===== config.mk =====
export PLATFORM = sky130hd
export DESIGN_NAME = stack_regs
export DESIGN_NICKNAME = d
export VERILOG_FILES = /design/src/rtl/stack_regs.sv
export SDC_FILE = /design/constraint.sdc
export NUM_CORES = 1
export LEC_CHECK = 0
export CAP_MARGIN = 20
export CORE_ASPECT_RATIO = 0.7
export CORE_MARGIN = 2
export CORE_UTILIZATION = 34
export CTS_BUF_LIST = sky130_fd_sc_hd__clkbuf_2 sky130_fd_sc_hd__clkbuf_4 sky130_fd_sc_hd__clkbuf_8
export DETAILED_ROUTE_END_ITERATION = 8
export PLACE_DENSITY = 0.6
export SETUP_SLACK_MARGIN = 0.3
export SYNTH_ARGS = -nofsm -noshare
export SYNTH_HDL_FRONTEND = slang
export SYNTH_SLANG_ARGS = --single-unit

===== constraint.sdc =====
create_clock -name clk -period 5.3 [get_ports clk]
set_input_delay 0.53 -clock clk [delete_from_list [all_inputs] [get_ports clk]]
set_output_delay 0.53 -clock clk [all_outputs]
set_load 0.02 [all_outputs]

===== src/rtl/stack_regs.sv =====
// LIFO stack with internal pointer and occupancy count.
// Top and next-on-stack are read combinationally from registered state.
module stack_regs #(
  parameter int WIDTH = 16,
  parameter int DEPTH = 32,
  parameter int WRAP  = 0
) (
  input  logic                         clk,
  input  logic                         reset_n,
  input  logic                         push,
  input  logic                         pop,
  input  logic [WIDTH-1:0]             d,
  input  logic                         clr_err,
  output logic [WIDTH-1:0]             q,
  output logic [WIDTH-1:0]             nos,
  output logic [$clog2(DEPTH+1)-1:0]   depth,
  output logic                         empty,
  output logic                         full,
  output logic                         ovf,
  output logic                         unf
);

  localparam int SPW = $clog2(DEPTH);
  localparam int CW  = $clog2(DEPTH+1);

  logic [SPW-1:0]   sp_q, sp_d;
  logic [SPW-1:0]   sp_inc, sp_dec;
  logic [CW-1:0]    cnt_q, cnt_d;
  logic             ovf_q, ovf_d;
  logic             unf_q, unf_d;
  logic [WIDTH-1:0] mem_q [DEPTH];

  logic             we;
  logic [SPW-1:0]   wa;
  logic             is_empty, is_full;

  assign sp_inc   = sp_q + SPW'(1);
  assign sp_dec   = sp_q - SPW'(1);
  assign is_empty = (cnt_q == '0);
  assign is_full  = (cnt_q == CW'(DEPTH));

  always_comb begin
    sp_d  = sp_q;
    cnt_d = cnt_q;
    ovf_d = clr_err ? 1'b0 : ovf_q;
    unf_d = clr_err ? 1'b0 : unf_q;
    we    = 1'b0;
    wa    = sp_inc;
    unique case (1'b1)
      (push && pop): begin
        // Replace on a non-empty stack; on empty it degrades to a push.
        if (is_empty) begin
          sp_d  = sp_inc;
          cnt_d = CW'(1);
          we    = 1'b1;
          wa    = sp_inc;
        end else begin
          we    = 1'b1;
          wa    = sp_q;
        end
      end
      (push && !pop): begin
        if (!is_full) begin
          sp_d  = sp_inc;
          cnt_d = cnt_q + CW'(1);
          we    = 1'b1;
          wa    = sp_inc;
        end else begin
          ovf_d = 1'b1;
          if (WRAP != 0) begin
            sp_d = sp_inc;
            we   = 1'b1;
            wa   = sp_inc;
          end
        end
      end
      (!push && pop): begin
        if (!is_empty) begin
          sp_d  = sp_dec;
          cnt_d = cnt_q - CW'(1);
        end else begin
          unf_d = 1'b1;
        end
      end
      default: begin
      end
    endcase
  end

  always_ff @(posedge clk or negedge reset_n) begin
    if (!reset_n) begin
      sp_q  <= SPW'(DEPTH-1);
      cnt_q <= '0;
      ovf_q <= 1'b0;
      unf_q <= 1'b0;
    end else begin
      sp_q  <= sp_d;
      cnt_q <= cnt_d;
      ovf_q <= ovf_d;
      unf_q <= unf_d;
    end
  end

  // Storage is deliberately not reset; the count gates what is visible.
  always_ff @(posedge clk) begin
    if (we && reset_n) begin
      mem_q[wa] <= d;
    end
  end

  assign q     = is_empty ? '0 : mem_q[sp_q];
  assign nos   = (cnt_q >= CW'(2)) ? mem_q[sp_dec] : '0;
  assign depth = cnt_q;
  assign empty = is_empty;
  assign full  = is_full;
  assign ovf   = ovf_q;
  assign unf   = unf_q;

endmodule

After elaboration in Yosys (flattened, before gate mapping)
Memory sizes are Yosys's and may differ from the RTL's.
Cells that the tools add are included.

cells by class
  order comparisons = 1
  add/subtract/negate cells = 4
  equality and inequality tests = 4
  reduce and logical (&&, ||, !) cells = 10
  multiplexer cells = 21

operators with widths
  cell                                                 number
  2-to-1 mux 16 bit                                    2
  2-to-1 mux 5 bit                                     4
  2-to-1 mux 6 bit                                     3
  case mux 6 bit (3 select lines)                      1
  case mux 5 bit (3 select lines)                      1
  2-to-1 mux 1 bit                                     9
  adder 6 x 1 -> 6 bit, second input constant          1
  == test 6 bit, second input constant                 1
  >= comparator 6 x 2 -> 1 bit, second input constant  1
  logical NOT 6 bit                                    1
  != test 2 bit, second input constant                 3
  subtractor 6 x 1 -> 6 bit, second input constant     1
  adder 5 x 1 -> 5 bit, second input constant          1
  subtractor 5 x 1 -> 5 bit, second input constant     1
  logical AND 1 bit                                    4
  AND reduction 4 bit                                  1
  AND reduction 3 bit                                  1
  nonzero test 3 bit                                   1
  logical NOT 1 bit                                    2
  case mux 1 bit (2 select lines)                      1

storage, ports and cells
  output and inout bits = 42
  word-level logic and storage cells = 45
  bits in writable memories = 512
  bits in registers = 13
  memories = 1
  bits of input ports = 21

memories
  memory  words  bits a word  read ports  clocked after Yosys merged registers in  write ports  RTL line  source
  mem_q   32     16           2           0                                        1            31        logic [WIDTH-1:0] mem_q [DEPTH];

Depth between registers and ports, before layout
Gate-level depths: netlist of the first run.

  depth after elaboration = 6
  depth in mapped cells = 14

Worst setup path before layout of the first run
Ideal clock, no wire load.

  kind = reg-to-reg
  start point = reg sp_q[1]
  end point = mem mem_q[23][0] (enable)
  data required time = 4.887 ns
  library setup time = 0.413 ns
  arrival time = 4.223 ns
  stages on the path, launching flop included = 15
  period minus slack after synthesis = 4.636 ns
  setup slack = 0.664 ns
  path through = dfstp_2 > clkbuf_1 > buf_2 > buf_2 > inv_1 > clkbuf_1 > buf_1 > ha_1 > clkbuf_1 > clkbuf_1 > nand2_1 > o21ai_1 > nand2b_1 > buf_2 > nor3b_1

on the way
  longest elaborated chain between the ends = 3

ends and longest elaborated chain
  element                 RTL line  source
  start, declared         26        logic [SPW-1:0] sp_q, sp_d;
  start signal, assigned  92        sp_q <= SPW'(DEPTH-1);
  start signal, assigned  97        sp_q <= sp_d;
  adder 5 x 1 -> 5 bit    37        assign sp_inc = sp_q + SPW'(1);
  2-to-1 mux 5 bit        52        if (is_empty) begin
  2-to-1 mux 5 bit *      49        unique case (1'b1)
  end, declared           31

Every way passes the cells marked *; elsewhere a longest branch is shown, timed or not.

Worst setup path in the final report of the first run
  start point = reg sp_q[0]
  end point = out nos[10]

on the way
  longest elaborated chain between the ends = 3

ends and longest elaborated chain
  element                    RTL line  source
  subtractor 5 x 1 -> 5 bit  38        assign sp_dec = sp_q - SPW'(1);
  memory (32 x 16 bit)       --
  2-to-1 mux 16 bit          112       assign nos = (cnt_q >= CW'(2)) ? mem_q[sp_dec] : '0;
  end, declared              15        output logic [WIDTH-1:0] nos,

No other way between the ends.

==> impl_results.md, run 1 <==
* Outcome: finished clean
* Boundary pin count at 63
* Post-Synth Simple-Gate Area at 0.0348
* Layout cells sized above 1 at 0.388
* Post-route ant nets at 0
* Final setup fails at 0
* Drt first-iter violations at 1,753
* Cell mode on critical path: mux4_2
* DRC violations left at 0
* Post-Place Cells at 2,286
* Fin nets at 1,436
* Hold buffer count at CTS at 0
* R2r startpoint: sp_q[0]$_DFFE_PN1P_
* Post-synth EDFFs at 512
* Rows at 83
* F_max at 205 MHz
* Leakage power at 9.06 nW
* Placer Congestion at 0.848
* Pwr Total at 18.3 mW
* Worst path bufs/invs at 3
* Initial antenna violation count at 1
* Synth cell types at 53
* CTS Sinks at 525
* Largest family of logic cells by synthesized area: multiplexers
* Synth top area cells: edfxtp_1 (61%), mux4_2 (26%), mux2_2 (1.6%)
* Synth top area share at 0.613
* Hold Violations, Final at 0
* Hold_ws at 205 ps
* Setup bufs post-CTS at 0
* First-pass GRT wire length at 103,000 µm
* Adder-Cell Fraction of Synth Area at 0.00499
* CP Data Required Time at 4770 ps
* Flop pwr share at 0.277
* CTS Buf Count at 79
* Pre-antenna DRT Iters at 5
* Clock root cell: clkbuf_8
* Crit path DAT at 4350 ps
* Critical Path, Cell by Cell: inv_1, ha_4, buf_4, mux4_2, mux4_2, nor2_1, nor3_1, clkdlybuf4s50_1
* Critical Path Start: sp_q[0]$_DFFE_PN1P_
* Setup TNS at 0 ps
* Clock skew at 24.5 ps
* Area Overhead vs Synth at 16.3%
* Syn_area_per_cell at 19.5 µm²
* Worst-skew pair later-pin latency at 660 ps
* Post-DR vias/cell at 5.91
* IO buf count at 62
* Syn Inst Count at 1,288
* Worst-path fanout max at 24
* Pre-CTS setup slack at 907 ps
* GRT Residual Overflow at 0
* Post-synthesis register bit count at 525
* CP max-delay cell: dfstp_4
* Wirelength per Cell at 29.6 µm
* Delay of the slowest cell on the worst path at 810 ps
* Clock power share at 0.182
* Post-synthesis sequential area ratio at 0.626
* # H-tree levels at 3
* Sw Share at 0.398
* Mux contribution to synthesized area at 0.276
* Core Util, Final at 0.399
* Setup crit start kind: flop
* Area after DPL at 0.0273 mm²
* Area leader, netlist: edfxtp_1
* Post-Synth XOR/XNOR Area at 0.00419
* CTS Buffer Depth at 3
* Sw Pwr at 7.28 mW
* Final Cell Area at 0.0292 mm²
* Die height at 231 µm
* Max VDD drop at 0.518 mV
* Tcrit/Tclk final at 0.921
* Vias in the first global route at 14,200
* Unrepaired setup endpoints after global routing: yes
* Max-slew violations at 0
* Cell Pwr Density at 627 mW/mm²
* Total number of vias at 14,400
* DRT Wirelength at 72,200 µm
* Worst-path clk slew at 70 ps
* Synthesized cell area at 0.0251 mm²
* Synthesis Warnings at 0
* Slew margin rel. at 0.326
* Core area at 0.0732 mm²
* Internal at 11.0 mW
* Min cycle time layout at 4880 ps
* Critical path type: flop to primary output
* HP Class: primary input to async pin
* GRT Total Usage at 0.190
* Top FF cell, synth: edfxtp_1
* Max cap viols at 0
* Synth async-reset ratio at 0.0248
* Detail Placement HPWL at 43,800 µm
* CTS resizes at 2
* Synth Area in Compound Gates at 0.0339
* Slew @ Worst Pin at 1010 ps
* Largest net degree at the start of global routing at 119
* Comb pwr share at 0.541
* Worst setup EP type: primary output
* PnR worst setup slack at 420 ps
* Die W at 329 µm
* Mapped Nets at 1,319
* Initial Util at 0.343
* Non-Filler Instances at 2,441
* TritonCTS clock tree: yes
* Die Area at 0.0760 mm²
* Crit path max-delay family: buffers and inverters
cell usage in the layout (no fill, tap or decap), types with 4 or more instances in the layout:
cell               n
a31oi_1           16
o21a_1             5
nor3b_1            4
buf_12             7
clkinv_2           4
nor3_2            24
nand3_1            7
clkbuf_4          20
clkinv_1          24
mux2_2            35
a22oi_1            4
nand2_1           45
o22ai_1           21
a21oi_1           13
a22o_1            16
dfrtp_1            8
o21ai_0           11
nor2_1            26
inv_1             13
buf_16             7
xor2_1             4
nor3b_2            4
clkdlybuf4s50_1   62
clkbuf_16          6
mux2i_1            4
edfxtp_1         512
dfstp_4            4
nand2b_1           8
nor3_1            16
ha_1               9
buf_4             55
clkbuf_8          80
and2_1            18
xnor2_1            5
mux4_2           288
a211oi_1          18
and3_1             4
registers in the layout, indices dropped and copies added, names as in the netlist:
| signal | cells |
|---|---|
| ovf | 1 |
| sp_q | 5 |
| mem_q | 512 |
| unf | 1 |
| depth | 6 |
path summary, 6_finish.rpt:
path | end | slack (ps) | depth (start not counted)
min | depth[4]$_DFFE_PN0P_ | 210 | 2
max in group asynchronous | sp_q[4]$_DFFE_PN1P_ | 4830 | 2
min in group clk | unf$_DFF_PN0_ | 500 | 2
max reg2reg | mem_q[3][8]$_DFFE_PP_ | 1260 | 8
min reg2reg | ovf$_DFF_PN0_ | 550 | 2
max | nos[10] | 420 | 8
power by group through the flow:
stage | clock [mW] | combinational [mW] | sequential [mW]
4_1_cts | 3.39 | 9.75 | 5.08
3_3_place_gp | 0 | 9.65 | 5.15
5_1_grt | 3.58 | 10.4 | 5.10
6_report | 3.33 | 9.89 | 5.08
2_1_floorplan | 0 | 6.13 | 4.96
3_5_place_dp | 0 | 9.68 | 5.17
worst register-to-register path: cells and delay by family, from the launching register on:
kind	cells	cell delay, ps
adder cells (fa/ha/maj)	1	530
AND/OR/NAND/NOR	3	1160
buffers and inverters	3	940
flip-flops	1	810
AO/OA/AOI/OAI	1	250
layout make-up:
class	count	area [µm²]
multi-input cells	644	9070
clock inverters	39	287
diodes	1	2.50
well taps	977	1220
flip-flops and latches	525	15700
fillers	6497	44000
inverters	14	52.6
clock buffers	100	1250
repair buffers	141	1570
layer usage:
metal / routed length [µm] / global-route usage / vias to the layer above
met1: 30900 / 0.279 / 7771
li1: - / - / 5771
met2: 30900 / 0.263 / 789
met4: 1060 / 0.0395 / 2
met5: 58 / 0 / -
met3: 9270 / 0.0793 / 85
Yosys cell counts, types with 7 or more instances:
library cell / number
a211oi_1: 18
a21oi_1: 14
a22o_1: 16
a31oi_1: 16
and2_1: 18
buf_1: 11
buf_2: 30
clkbuf_1: 60
dfrtp_1: 8
edfxtp_1: 512
ha_1: 10
inv_1: 14
mux2_2: 35
mux4_2: 288
nand2_1: 45
nand2b_1: 8
nand3_1: 7
nor2_1: 31
nor3_1: 40
nor3b_1: 8
o21ai_0: 11
o22ai_1: 21
xnor2_1: 7
cell families (layout without fill, tap and decap cells):
family | count (synthesis) | count (layout)
XOR/XNOR | 12 | 12
AO/OA/AOI/OAI | 120 | 120
other | 0 | 1
multiplexers | 327 | 327
adder cells (fa/ha/maj) | 10 | 10
flip-flops | 525 | 525
buffers and inverters | 119 | 294
AND/OR/NAND/NOR | 175 | 175
(Power assumes the default switching activity.)
==> inputs of run 2 (changes only) <==
--- a/config.mk
+++ b/config.mk
@@ -11,6 +11,7 @@
 export CORE_UTILIZATION = 34
 export CTS_BUF_LIST = sky130_fd_sc_hd__clkbuf_2 sky130_fd_sc_hd__clkbuf_4 sky130_fd_sc_hd__clkbuf_8
 export DETAILED_ROUTE_END_ITERATION = 8
+export GPL_TIMING_DRIVEN = 0
 export PLACE_DENSITY = 0.6
 export SETUP_SLACK_MARGIN = 0.3
 export SYNTH_ARGS = -nofsm -noshare
==> constraint.sdc (replaced) <==
create_clock -name clk -period 5.3 [get_ports clk]
set_input_delay 0.53 -clock clk [delete_from_list [all_inputs] [get_ports clk]]
set_output_delay 0.53 -clock clk [all_outputs]
set_load 0.05 [all_outputs]
==> run 2 against run 1 <==
Worst hold slack improved by 100 ps. Sequential share of layout area decreased by 1.4 points. Utilization rose by 1.1 points. Global-route usage up 3.3 points. Die area did not move. Register-to-register slack lost 400 ps. Sequential power decreased by 4%. Sequential cell count unchanged. Count of clock-buffer cells in the layout increased by 6. Setup slack got worse by 230 ps. Non-clock buffer count rose by 83. Largest cell class unchanged. Highest routed layer unchanged.
==> impl_results.md, run 2 (synthesis gave the netlist of run 1 again) <==
* Outcome: finished clean
* First-pass GRT wire length at 117,000 µm
* Slew @ Worst Pin at 1130 ps
* Crit path max-delay family: buffers and inverters
* FF+latch area at 0.0157 mm²
* Reg2Reg Depth at 15
* Internal at 11.3 mW
* Setup crit start kind: flop
* Max-slew violations at 0
* Clock power share at 0.162
* DRC violations left at 0
* Met2 wire len at 33,900 µm
* Final setup fails at 0
* Crit path DAT at 4580 ps
* Clock root cell: clkbuf_8
* Comb pwr share at 0.602
* Wirelength per Cell at 33.5 µm
* Worst-path clk slew at 60 ps
* # H-tree levels at 3
* Pre-antenna DRT Iters at 6
* GRT Total Usage at 0.223
* Leakage power at 9.56 nW
* Setup crit end: q[6]
* Hold_ws at 306 ps
* CTS Sinks at 525
* Vias in the first global route at 14,800
* Largest net degree at the start of global routing at 33
* Worst path bufs/invs at 4
* Multi-input gate area at 0.00923 mm²
* Max cap viols at 0
* DR WL met3 at 13,400 µm
* Fin nets at 1,524
* CP max-delay cell: clkdlybuf4s50_1
* Reg-to-Reg End: mem_q[4][8]$_DFFE_PP_
* Rows at 83
* TritonCTS clock tree: yes
* F_max at 196 MHz
* Most frequent cells in the layout: edfxtp_1 (512), mux4_2 (288), clkbuf_8 (95), nand2_1 (45), buf_6 (37)
* Placer Congestion at 0.960
* Die W at 329 µm
* Wl on met1 at 34,700 µm
* Worst-path fanout max at 10
* Die Area at 0.0760 mm²
* Unrepaired setup endpoints after global routing: yes
* Critical path type: flop to primary output
* Delay of the slowest cell on the worst path at 810 ps
* Worst setup EP type: primary output
* Boundary pin count at 63
* Worst-skew pair later-pin latency at 700 ps
* CTS Buffer Depth at 3
* Fill cells at 6,398
* Post-route ant nets at 0
* Initial Util at 0.343
* Sw Share at 0.454
* Total number of vias at 15,400
* CTS Buf Count at 84
* Layout cells sized above 1 at 0.440
* Die height at 231 µm
* Max Used Layer: met5
* Most common cell after layout, fill and taps aside: edfxtp_1
* Initial antenna violation count at 4
* Pre-CTS setup slack at -2300 ps
* GRT Residual Overflow at 0
* Worst R2R Setup Slack at 860 ps
* Sw Pwr at 9.40 mW
* Critical Path Start: sp_q[2]$_DFFE_PN1P_
* Drt first-iter violations at 2,443
* R2r startpoint: sp_q[1]$_DFFE_PN1P_
* Cell Pwr Density at 691 mW/mm²
* PnR worst setup slack at 188 ps
* IO buf count at 62
* Flop pwr share at 0.236
* Levels on crit path at 7
* Post-DR vias/cell at 6.11
* Clock skew at 39.1 ps
* HP Class: primary input to async pin
* Top reg by flops: mem_q
* CP Data Required Time at 4770 ps
* DRT Wirelength at 84,600 µm
* Core area at 0.0732 mm²
* Cell mode on critical path: clkbuf_1
* Area Overhead vs Synth at 19.4%
* Tcrit/Tclk final at 0.965
* Slew margin rel. at 0.241
* Detail Placement HPWL at 61,000 µm
* Critical Path, Cell by Cell: buf_2, clkbuf_1, clkbuf_1, a211oi_2, a31oi_1, a22o_1, clkdlybuf4s50_1
* Min cycle time layout at 5110 ps
* Max reg flops at 512
* Hold Violations, Final at 0
* Max VDD drop at 0.604 mV
-- run 2: cell count changes in the layout (fill, tap and decap cells not counted), sizes merged --
cell / before / now
clkinvlp: 3 / 1
inv: 18 / 17
clkbuf: 106 / 167
dlymetal6s2s: 0 / 8
buf: 73 / 119
dlygate4sd2: 0 / 2
clkdlybuf4s15: 0 / 3
clkdlybuf4s50: 62 / 31
bufinv: 3 / 1
-- run 2: repair_timing --
item | CTS | global route
hold buffers | 0 | 0
setup endpoints to repair | 545 | 29
resized for setup | 226 | 40
endpoints found under the hold margin | 0 | 0
setup buffers | 1 | 0
gates cloned | 1 | 0
-- run 2: area by class of cell --
class | count | area share
Multi-Input combinational cell | 644 | 0.308
Tap cell | 977 | 0.0408
Antenna cell | 1 | 0.0000835
Buffer | 105 | 0.0266
Clock buffer | 106 | 0.0443
Clock inverter | 34 | 0.00702
Timing Repair Buffer | 119 | 0.0472
Sequential cell | 525 | 0.524
Inverter | 14 | 0.00175
-- run 2: worst min path at each step --
stage                        startpoint                    to  slack, ps  cells after the start
after floorplan                 reset_n  depth[0]$_DFFE_PN0P_        230                      0
after global placement    ovf$_DFF_PN0_         ovf$_DFF_PN0_        520                      2
after detailed placement  unf$_DFF_PN0_         unf$_DFF_PN0_        540                      2
after CTS                       reset_n         unf$_DFF_PN0_        280                      1
after global routing            reset_n  depth[5]$_DFFE_PN0P_        340                      1
final                           reset_n  depth[5]$_DFFE_PN0P_        310                      1
-- run 2: power groups by stage --
stage               Clock, mW  Combinational, mW  Sequential, mW
floorplan                   0               7.01            5.01
global placement            0               11.4            4.98
detailed placement          0               11.5            4.98
CTS                      3.38               12.1            4.89
global route             3.56               12.7            4.91
finish                   3.34               12.5            4.89
-- run 2: metrics by stage --
step | total power [mW] | std cells | setup TNS (ps) | utilization | cell area, µm²
finish | 20.7 | 2525 | 0 | 0.409 | 30000
detailed placement | 16.5 | 2378 | -225830 | 0.380 | 27800
CTS | 20.4 | 2520 | 0 | 0.407 | 29800
floorplan | 12.0 | 1288 | 0 | - | 25100
global placement | 16.3 | 2327 | -920660 | 0.368 | 27000
global route | 21.2 | 2524 | 0 | 0.409 | 30000
-- run 2: metal layers --
layer	global-route usage	up-vias
li1	-	5946
met1	0.333	8269
met2	0.289	1072
met3	0.0958	132
met4	0.0703	4
met5	0	-
